<file path="config.mk">
export PLATFORM = sky130hd
export DESIGN_NAME = fifo_pack_flat
export DESIGN_NICKNAME = d
export VERILOG_FILES = /design/src/rtl/fifo_pack_pkg.sv /design/src/rtl/fifo_pack_if.sv /design/src/rtl/fifo_pack_wfifo.sv /design/src/rtl/fifo_pack.sv /design/src/flat_wrapper.sv
export SDC_FILE = /design/constraint.sdc
export NUM_CORES = 1
export LEC_CHECK = 0
export BUFFER_PORTS_ARGS = -buffer_cell sky130_fd_sc_hd__buf_2
export CORE_MARGIN = 3
export CORE_UTILIZATION = 58
export CTS_BUF_LIST = sky130_fd_sc_hd__clkbuf_4 sky130_fd_sc_hd__clkbuf_8
export CTS_CLUSTER_SIZE = 16
export DETAILED_ROUTE_END_ITERATION = 8
export GPL_TIMING_DRIVEN = 0
export PLACE_DENSITY = 0.86
export SKIP_CTS_REPAIR_TIMING = 1
export SLEW_MARGIN = 20
export SYNTH_ARGS = -nofsm -noshare
export SYNTH_HDL_FRONTEND = slang
export SYNTH_SLANG_ARGS = --single-unit
</file>
<file path="constraint.sdc">
create_clock -name clk -period 17 [get_ports clk]
set_input_delay 2.55 -clock clk [delete_from_list [all_inputs] [get_ports clk]]
set_output_delay 2.55 -clock clk [all_outputs]
set_load 0.1 [all_outputs]
</file>
<file path="src/rtl/fifo_pack_pkg.sv">
// Shared widths and the word-FIFO entry layout for the byte-to-word packer.
package fifo_pack_pkg;

    localparam int BYTE_W = 8;
    localparam int WORD_W = 32;
    localparam int BPW    = 4;
    localparam int MTY_W  = 2;

    typedef struct packed {
        logic [WORD_W-1:0] data;
        logic              sop;
        logic              eop;
        logic [MTY_W-1:0]  mty;
    } entry_t;

endpackage

</file>
<file path="src/rtl/fifo_pack_if.sv">
// Byte-in / word-out stream bundle; slave is the packer view, master the source/sink view.
interface fifo_pack_if;
    import fifo_pack_pkg::*;

    logic [BYTE_W-1:0] din;
    logic              din_vld;
    logic              din_sop;
    logic              din_eop;
    logic              din_rdy;
    logic [WORD_W-1:0] dout;
    logic              dout_vld;
    logic              dout_sop;
    logic              dout_eop;
    logic [MTY_W-1:0]  dout_mty;
    logic              b_rdy;
    logic              err;

    modport slave (
        input  din, din_vld, din_sop, din_eop, b_rdy,
        output din_rdy, dout, dout_vld, dout_sop, dout_eop, dout_mty, err
    );

    modport master (
        output din, din_vld, din_sop, din_eop, b_rdy,
        input  din_rdy, dout, dout_vld, dout_sop, dout_eop, dout_mty, err
    );

endinterface

</file>
<file path="src/rtl/fifo_pack_wfifo.sv">
// First-word-fall-through entry FIFO; head reads as zero while empty.
module fifo_pack_wfifo
    import fifo_pack_pkg::*;
#(
    parameter int DEPTH = 8,
    parameter int CW    = $clog2(DEPTH) + 1
) (
    input  logic          clk,
    input  logic          rst,
    input  logic          push,
    input  entry_t        wdata,
    input  logic          pop,
    output entry_t        rdata,
    output logic          full,
    output logic          empty,
    output logic [CW-1:0] count
);

    localparam int AW = $clog2(DEPTH);

    entry_t        mem_q [DEPTH];
    logic [AW-1:0] wr_ptr_q, wr_ptr_d;
    logic [AW-1:0] rd_ptr_q, rd_ptr_d;
    logic [CW-1:0] count_q, count_d;
    logic          do_push, do_pop;

    assign full    = (count_q == CW'(DEPTH));
    assign empty   = (count_q == '0);
    assign count   = count_q;
    assign do_push = push & ~full;
    assign do_pop  = pop & ~empty;
    assign rdata   = empty ? '0 : mem_q[rd_ptr_q];

    always_comb begin
        wr_ptr_d = wr_ptr_q;
        rd_ptr_d = rd_ptr_q;
        count_d  = count_q;
        if (do_push) wr_ptr_d = wr_ptr_q + 1'b1;
        if (do_pop)  rd_ptr_d = rd_ptr_q + 1'b1;
        unique case ({do_push, do_pop})
            2'b10:   count_d = count_q + 1'b1;
            2'b01:   count_d = count_q - 1'b1;
            default: count_d = count_q;
        endcase
    end

    always_ff @(posedge clk or posedge rst) begin
        if (rst) begin
            wr_ptr_q <= '0;
            rd_ptr_q <= '0;
            count_q  <= '0;
        end else begin
            wr_ptr_q <= wr_ptr_d;
            rd_ptr_q <= rd_ptr_d;
            count_q  <= count_d;
        end
    end

    // Storage needs no reset: count gates every read.
    always_ff @(posedge clk) begin
        if (do_push) mem_q[wr_ptr_q] <= wdata;
    end

endmodule

</file>
<file path="src/rtl/fifo_pack.sv">
// Packs a byte stream big-endian into 32-bit words with sop/eop/mty flags.
// Define FIFO_PACK_ERR_CHK_EN to enable sop protocol checking and the err pulse.
module fifo_pack
    import fifo_pack_pkg::*;
#(
    parameter int DEPTH = 8
) (
    input logic        clk,
    input logic        rst,
    fifo_pack_if.slave bus
);

    localparam int CW = $clog2(DEPTH) + 1;

    logic [1:0]        cnt_q, cnt_d, base_cnt;
    logic [WORD_W-1:0] asm_q, asm_d, base_asm, word;
    logic              sop_q, sop_d, base_sop;
    logic              accept, keep, cur_sop, last, push;
    entry_t            wentry, head;
    logic              wfull, wempty;
    logic [CW-1:0]     wcount;

`ifdef FIFO_PACK_ERR_CHK_EN
    logic in_pkt_q, in_pkt_d;
    logic err_q, err_d;
`endif

    assign accept = bus.din_vld & bus.din_rdy;

    always_comb begin
        keep     = 1'b1;
        base_cnt = cnt_q;
        base_asm = asm_q;
        base_sop = sop_q;
`ifdef FIFO_PACK_ERR_CHK_EN
        err_d    = 1'b0;
        in_pkt_d = in_pkt_q;
        if (accept) begin
            if (!in_pkt_q && !bus.din_sop) begin
                keep  = 1'b0;
                err_d = 1'b1;
            end else if (in_pkt_q && bus.din_sop) begin
                // Restart: drop the partial word and begin at byte 0.
                err_d    = 1'b1;
                base_cnt = '0;
                base_asm = '0;
                base_sop = 1'b0;
            end
            if (keep) in_pkt_d = ~bus.din_eop;
        end
`endif
        word = base_asm;
        word[(2'd3 - base_cnt) * BYTE_W +: BYTE_W] = bus.din;
        cur_sop = base_sop | bus.din_sop;
        last    = (base_cnt == 2'd3) | bus.din_eop;
        cnt_d   = cnt_q;
        asm_d   = asm_q;
        sop_d   = sop_q;
        push    = 1'b0;
        wentry  = '0;
        if (accept && keep) begin
            if (last) begin
                push        = 1'b1;
                wentry.data = word;
                wentry.sop  = cur_sop;
                wentry.eop  = bus.din_eop;
                wentry.mty  = bus.din_eop ? (2'd3 - base_cnt) : 2'd0;
                cnt_d       = '0;
                asm_d       = '0;
                sop_d       = 1'b0;
            end else begin
                cnt_d = base_cnt + 2'd1;
                asm_d = word;
                sop_d = cur_sop;
            end
        end
    end

    always_ff @(posedge clk or posedge rst) begin
        if (rst) begin
            cnt_q <= '0;
            asm_q <= '0;
            sop_q <= 1'b0;
        end else begin
            cnt_q <= cnt_d;
            asm_q <= asm_d;
            sop_q <= sop_d;
        end
    end

`ifdef FIFO_PACK_ERR_CHK_EN
    always_ff @(posedge clk or posedge rst) begin
        if (rst) begin
            in_pkt_q <= 1'b0;
            err_q    <= 1'b0;
        end else begin
            in_pkt_q <= in_pkt_d;
            err_q    <= err_d;
        end
    end
    assign bus.err = err_q;
`else
    assign bus.err = 1'b0;
`endif

    fifo_pack_wfifo #(.DEPTH(DEPTH)) u_wfifo (
        .clk   (clk),
        .rst   (rst),
        .push  (push & ~wfull),
        .wdata (wentry),
        .pop   (bus.b_rdy),
        .rdata (head),
        .full  (wfull),
        .empty (wempty),
        .count (wcount)
    );

    // Ready depends only on the registered count, never on b_rdy.
    assign bus.din_rdy  = ~rst & (wcount != CW'(DEPTH));
    assign bus.dout_vld = ~wempty;
    assign bus.dout     = head.data;
    assign bus.dout_sop = head.sop;
    assign bus.dout_eop = head.eop;
    assign bus.dout_mty = head.mty;

endmodule

</file>
<file path="src/flat_wrapper.sv">
// flat-port wrapper written by rule: the top's interface ports become plain ports
module fifo_pack_flat import fifo_pack_pkg::*;
#(
    parameter int DEPTH = 8
)
  (clk, rst, bus_din, bus_din_vld, bus_din_sop, bus_din_eop, bus_b_rdy, bus_din_rdy, bus_dout, bus_dout_vld, bus_dout_sop, bus_dout_eop, bus_dout_mty, bus_err);
  fifo_pack_if bus_i ();
  input logic clk;
  input logic rst;
  input wire logic [$bits(bus_i.din)-1:0] bus_din;
  input wire logic [$bits(bus_i.din_vld)-1:0] bus_din_vld;
  input wire logic [$bits(bus_i.din_sop)-1:0] bus_din_sop;
  input wire logic [$bits(bus_i.din_eop)-1:0] bus_din_eop;
  input wire logic [$bits(bus_i.b_rdy)-1:0] bus_b_rdy;
  output wire logic [$bits(bus_i.din_rdy)-1:0] bus_din_rdy;
  output wire logic [$bits(bus_i.dout)-1:0] bus_dout;
  output wire logic [$bits(bus_i.dout_vld)-1:0] bus_dout_vld;
  output wire logic [$bits(bus_i.dout_sop)-1:0] bus_dout_sop;
  output wire logic [$bits(bus_i.dout_eop)-1:0] bus_dout_eop;
  output wire logic [$bits(bus_i.dout_mty)-1:0] bus_dout_mty;
  output wire logic [$bits(bus_i.err)-1:0] bus_err;
  assign bus_i.din = bus_din;
  assign bus_i.din_vld = bus_din_vld;
  assign bus_i.din_sop = bus_din_sop;
  assign bus_i.din_eop = bus_din_eop;
  assign bus_i.b_rdy = bus_b_rdy;
  assign bus_din_rdy = bus_i.din_rdy;
  assign bus_dout = bus_i.dout;
  assign bus_dout_vld = bus_i.dout_vld;
  assign bus_dout_sop = bus_i.dout_sop;
  assign bus_dout_eop = bus_i.dout_eop;
  assign bus_dout_mty = bus_i.dout_mty;
  assign bus_err = bus_i.err;
  fifo_pack #(.DEPTH(DEPTH)) u_core (.clk(clk), .rst(rst), .bus(bus_i));
endmodule
</file>
After elaboration in Yosys (flattened, before gate mapping)
Memories as Yosys holds them, arrays and structs flattened.
Cells that the tools add are included.
{"block": "word_totals", "mem_bits_rw": 288, "mem_count": 1, "output_inout_bits": 39, "elab_cells": 47, "reg_bits": 45, "inputBits": 14}
{"block": "op_classes", "muxes": 13, "n_eq_ne": 5, "bitwise_logic": 10, "shift": 2, "n_reduce_logical": 2, "n_addsub": 8}
{"memory": "u_core.u_wfifo.mem_q", "depth": 8, "word_bits": 36, "read_ports": 1, "rd_clocked_by_memory_dff": 0, "wr": 1, "line_no": "fifo_pack_wfifo.sv:21", "text": "entry_t mem_q [DEPTH];"}
{"operator": "$mux W36", "n": 3}
{"operator": "$neg A32 Y34", "n": 1}
{"operator": "$shift A8 B34 Y32 const A", "n": 1}
{"operator": "$shiftx A8 B34 Y32", "n": 1}
{"operator": "$bwmux W32", "n": 1}
{"operator": "$mux W32", "n": 1}
{"operator": "$pmux W4 S2", "n": 1}
{"operator": "$add A3 B1 Y3 const B", "n": 2}
{"operator": "$and A1 B1 Y1", "n": 5}
{"operator": "$mux W1", "n": 5}
{"operator": "$add A4 B1 Y4 const B", "n": 1}
{"operator": "$eq A2 B2 Y1 const B", "n": 2}
{"operator": "$eq A4 B4 Y1 const B", "n": 1}
{"operator": "$logic_not A4 Y1", "n": 1}
{"operator": "$mux W2", "n": 2}
{"operator": "$ne A4 B4 Y1 const B", "n": 1}
{"operator": "$sub A4 B1 Y4 const B", "n": 1}
{"operator": "$not A1 Y1", "n": 3}
{"operator": "$sub A2 B2 Y3 const A", "n": 1}
{"operator": "$add A2 B1 Y2 const B", "n": 1}
{"operator": "$eq A2 B1 Y1 const B", "n": 1}
{"operator": "$or A1 B1 Y1", "n": 2}
{"operator": "$reduce_bool A2 Y1", "n": 1}
{"operator": "$sub A2 B2 Y2 const A", "n": 1}

Longest topological paths before layout
{"block": "logic_depth", "word_depth": 8, "depth_mapped": 11, "mapped_depth_nobuf": 9}

By module
Synthesis repeated with hierarchy kept, for this count alone.
{"block": "unflattened", "cells_unflattened": 710, "area_unflattened_um2": 13482.9}
{"mod": "fifo_pack_wfifo", "seq_area_each_um2": 8898.5, "area_each_um2": 11357.1, "cells_each": 484, "n_inst": 1}
{"mod": "fifo_pack", "seq_area_each_um2": 875.8, "area_each_um2": 2125.8, "cells_each": 226, "n_inst": 1}

Worst setup path before layout
Ideal clock, no wire load.
{"block": "synth_timing", "path_kind": "input to register", "from": "input bus_din_vld", "to": "memory u_core.u_wfifo.mem_q[2][0] (netlist name), enable pin", "path_buffers": 1, "slack_ns": 9.608, "arrival_ns": 6.859, "setup_time_ns": 0.532, "stages": 4, "required_time_ns": 16.468, "path_cell_list": "nor2b_1 buf_1 nand3_2 nor4b_1"}
{"block": "synth_via", "elab_chain_cells": 6}
{"element": "start, declared", "line_no": "flat_wrapper.sv:11", "text": "input wire logic [$bits(bus_i.din_vld)-1:0] bus_din_vld;"}
{"element": "$and A1 B1 Y1", "line_no": "fifo_pack.sv:28", "text": "assign accept = bus.din_vld & bus.din_rdy;"}
{"element": "$mux W1", "line_no": "fifo_pack.sv:61", "text": "if (accept && keep) begin"}
{"element": "$and A1 B1 Y1", "line_no": "fifo_pack.sv:109", "text": ".push (push & ~wfull),"}
{"element": "$and A1 B1 Y1", "line_no": "fifo_pack_wfifo.sv:30", "text": "assign do_push = push & ~full;"}
{"element": "$mux W1", "line_no": "fifo_pack_wfifo.sv:61", "text": "if (do_push) mem_q[wr_ptr_q] <= wdata;"}
{"element": "$mux W1 (implied by the code)", "line_no": "fifo_pack_wfifo.sv:61"}
{"element": "end, declared", "line_no": "fifo_pack_wfifo.sv:21"}
Every way passes these cells.

Worst setup path in the final report
{"block": "layout_timing", "from": "input rst", "to": "output bus_din_rdy"}
{"block": "layout_via", "elab_chain_cells": 2}
{"element": "start, declared", "line_no": "flat_wrapper.sv:9", "text": "input logic rst;"}
{"element": "$not A1 Y1", "line_no": "fifo_pack.sv:119", "text": "assign bus.din_rdy = ~rst & (wcount != CW'(DEPTH));"}
{"element": "$and A1 B1 Y1", "line_no": "fifo_pack.sv:119"}
{"element": "end, declared", "line_no": "flat_wrapper.sv:15", "text": "output wire logic [$bits(bus_i.din_rdy)-1:0] bus_din_rdy;"}
Every way passes these cells.

==> reports/results.txt <==
global-route wire length before repair: 45300 um
layout cells sized above 1: 33.5%
Nets: 882
Num CTS Buffers: 48
Total GRT Usage: 24.5%
library cells used by synthesis: 52
drt first pass iters: 5
Remaining DRCs: 0
synthesis-to-layout area growth: 14.5%
clk slew on worst S/H paths: 0.06 ns
number of max-cap violations: 0
Sink Count: 333
hold slack: 0.496 ns
FMAX: 171 MHz
CP Launch Type: primary input
Via-to-Cell Ratio: 6.48
clock buffer depth: 3
Synth Warn #: 0
RSZ-0062 raised after global routing: false
top cells by area, synth: edfxtp_1, mux4_2, dfrtp_1, a22o_1, nor2b_1
Die Height: 158 um
power density cells: 188 nW/um2
clk root buf: clkbuf_8
Syn Std Cell Area: 13400 um2
count of flip-flops with a built-in enable after synthesis: 288
Top FF cell, synth: edfxtp_1
Clock Latency Late Sink: 0.58 ns
Post-DRT Antenna Nets: 0
worst slew pin tran: 1.01 ns
Die Area: 25100 um2
Final Critical Period: 5.83 ns
CP required: 14.45 ns
TNS Setup: 0 ns
vias in the first global route: 7655
drt wl/cell: 25.2 um
Die Width: 158 um
initial core utilization: 59.2%
Leak: 0.00547 uW
syn nets: 726
total wire length: 29700 um
dpl hpwl: 19900 um
DRT iter0 DRCs: 908
final hold vios: 0
number of port buffers: 51
CTS H-tree lvls: 2
Max VDD drop: 0.123 mV
fin. max-slew vios: 0
Top Ports: 53
Critical Path AT: 3.28 ns
core area: 22700 um2
CTS tree: yes
CP Capture Type: output port
skew final: 0.0255 ns
kind of critical path: in -> out
period utilisation layout: 34.3%
hold crit path type: reg -> reg
ys async rst share: 13.5%
largest net degree at the start of global routing: 36
FP Rows: 55
Post-Syn Area per Cell: 19.2 um2
GR Overflow Total: 0
gate count after technology mapping: 702
share of the yosys chip area belonging to registers: 72.7%
Yosys top cell area share: 64.3%
status: finished clean
Rel. slew slack: 32.4%
via count: 7631
initial antenna violation count: 0
Synth area leader: edfxtp_1
Routability Congestion: 0.816
n_diodes: 0
crit path max fanout: 5
endpoints failing setup: 0
Yosys reg bits: 333
==> critical path, cell delays in order <==
cell	delay (ns)
buf_2	0.13
nor2_1	0.15
buf_2	0.45
==> cell usage after synthesis, types with 3 or more instances <==
master	number
nor3_1	4
a21oi_1	33
dfrtp_1	45
clkbuf_1	16
buf_1	3
buf_2	12
mux4_2	72
ha_1	10
edfxtp_1	288
a22o_1	60
nor2_1	38
mux2_2	3
nor4_1	4
o211ai_1	3
nor2b_1	42
buf_6	8
xnor2_1	6
inv_1	10
buf_8	3
==> final cells by class <==
| type | count | area, um2 |
|---|---|---|
| repair buffers | 106 | 629 |
| well taps | 285 | 357 |
| multi-input cells | 316 | 3410 |
| fillers | 1354 | 7300 |
| inverters | 10 | 37.5 |
| clock inverters | 21 | 123 |
| plain buffers | 43 | 274 |
| flip-flops and latches | 333 | 9770 |
| clock buffers | 64 | 800 |
==> cells in the final DEF, fill, tap and decap left out, types with 3 or more instances in the layout <==
master      n
nor4b_2     3
edfxtp_1  288
buf_4      17
ha_1       10
a21oi_1    33
buf_6      15
clkbuf_4   13
nor4_2      4
a22o_1     60
mux2_2      3
buf_2      94
clkbuf_8   51
dfrtp_1    45
nor2b_1    42
buf_1       3
buf_8       3
mux4_2     72
nor2_1     38
inv_1       9
clkinv_2    6
clkinv_1   12
xnor2_1     6
o211ai_1    3
clkbuf_1   16
==> layer usage <==
| layer | wire (um) | global-route usage, % |
|---|---|---|
| met1 | 11600 | 34.8 |
| met2 | 14500 | 38.5 |
| met3 | 2520 | 4.95 |
| met4 | 1080 | 9.46 |
| met5 | 0 | 0 |
==> per-stage QoR <==
step                std cells  power (uW)  worst slack [ns]  utilization, %  area [um2]
CTS                      1178        2910             11.17            67.8       15400
global placement         1038        2270              5.73            61.9       14100
floorplan                 702        2050              9.61               -       13400
detailed placement       1093        2300             11.18            63.8       14500
finish                   1178        2890             11.17            67.8       15400
global route             1178        2990             11.11            67.8       15400
==> power by group <==
part	switching (uW)	internal, uW	leakage (uW)
Sequential	28.1	940	0.00319
Clock	289	321	0.000492
Combinational	949	362	0.00180
==> kinds of logic after synthesis <==
| group | count (synthesis) | share of synthesized area [%] |
|---|---|---|
| AO/OA/AOI/OAI | 107 | 5.90 |
| multiplexers | 76 | 12.4 |
| XOR/XNOR | 7 | 0.456 |
| adder cells (fa/ha/maj) | 10 | 0.930 |
| buffers and inverters | 53 | 2.32 |
| flip-flops | 333 | 72.7 |
| other | 1 | 0.0279 |
| AND/OR/NAND/NOR | 115 | 5.31 |
==> worst paths after layout <==
path / cells past startpoint / end / from / slack [ns]
setup / recovery: 3 / bus_din_rdy / rst / 11.17
hold / removal: 1 / u_core.asm_q[3] / u_core.asm_q[3] / 0.50
setup reg to reg: 11 / u_core.u_wfifo.mem_q[4][17] / u_core.base_cnt[1] / 13.15
hold reg to reg: 1 / u_core.asm_q[3] / u_core.asm_q[3] / 0.50
max in group asynchronous: 3 / u_core.asm_q[13] / rst / 14.57
min in group asynchronous: 2 / u_core.u_wfifo.count[2] / rst / 1.96
==> state kept, by name, indices dropped and copies added (netlist names) <==
| register | flops |
|---|---|
| u_core.asm_q | 32 |
| u_core.base_cnt | 2 |
| u_core.base_sop | 1 |
| u_core.u_wfifo.count | 4 |
| u_core.u_wfifo.mem_q | 288 |
| u_core.u_wfifo.rd_ptr_q | 3 |
| u_core.u_wfifo.wr_ptr_q | 3 |
Note: power is estimated with default switching activity, not from simulation.
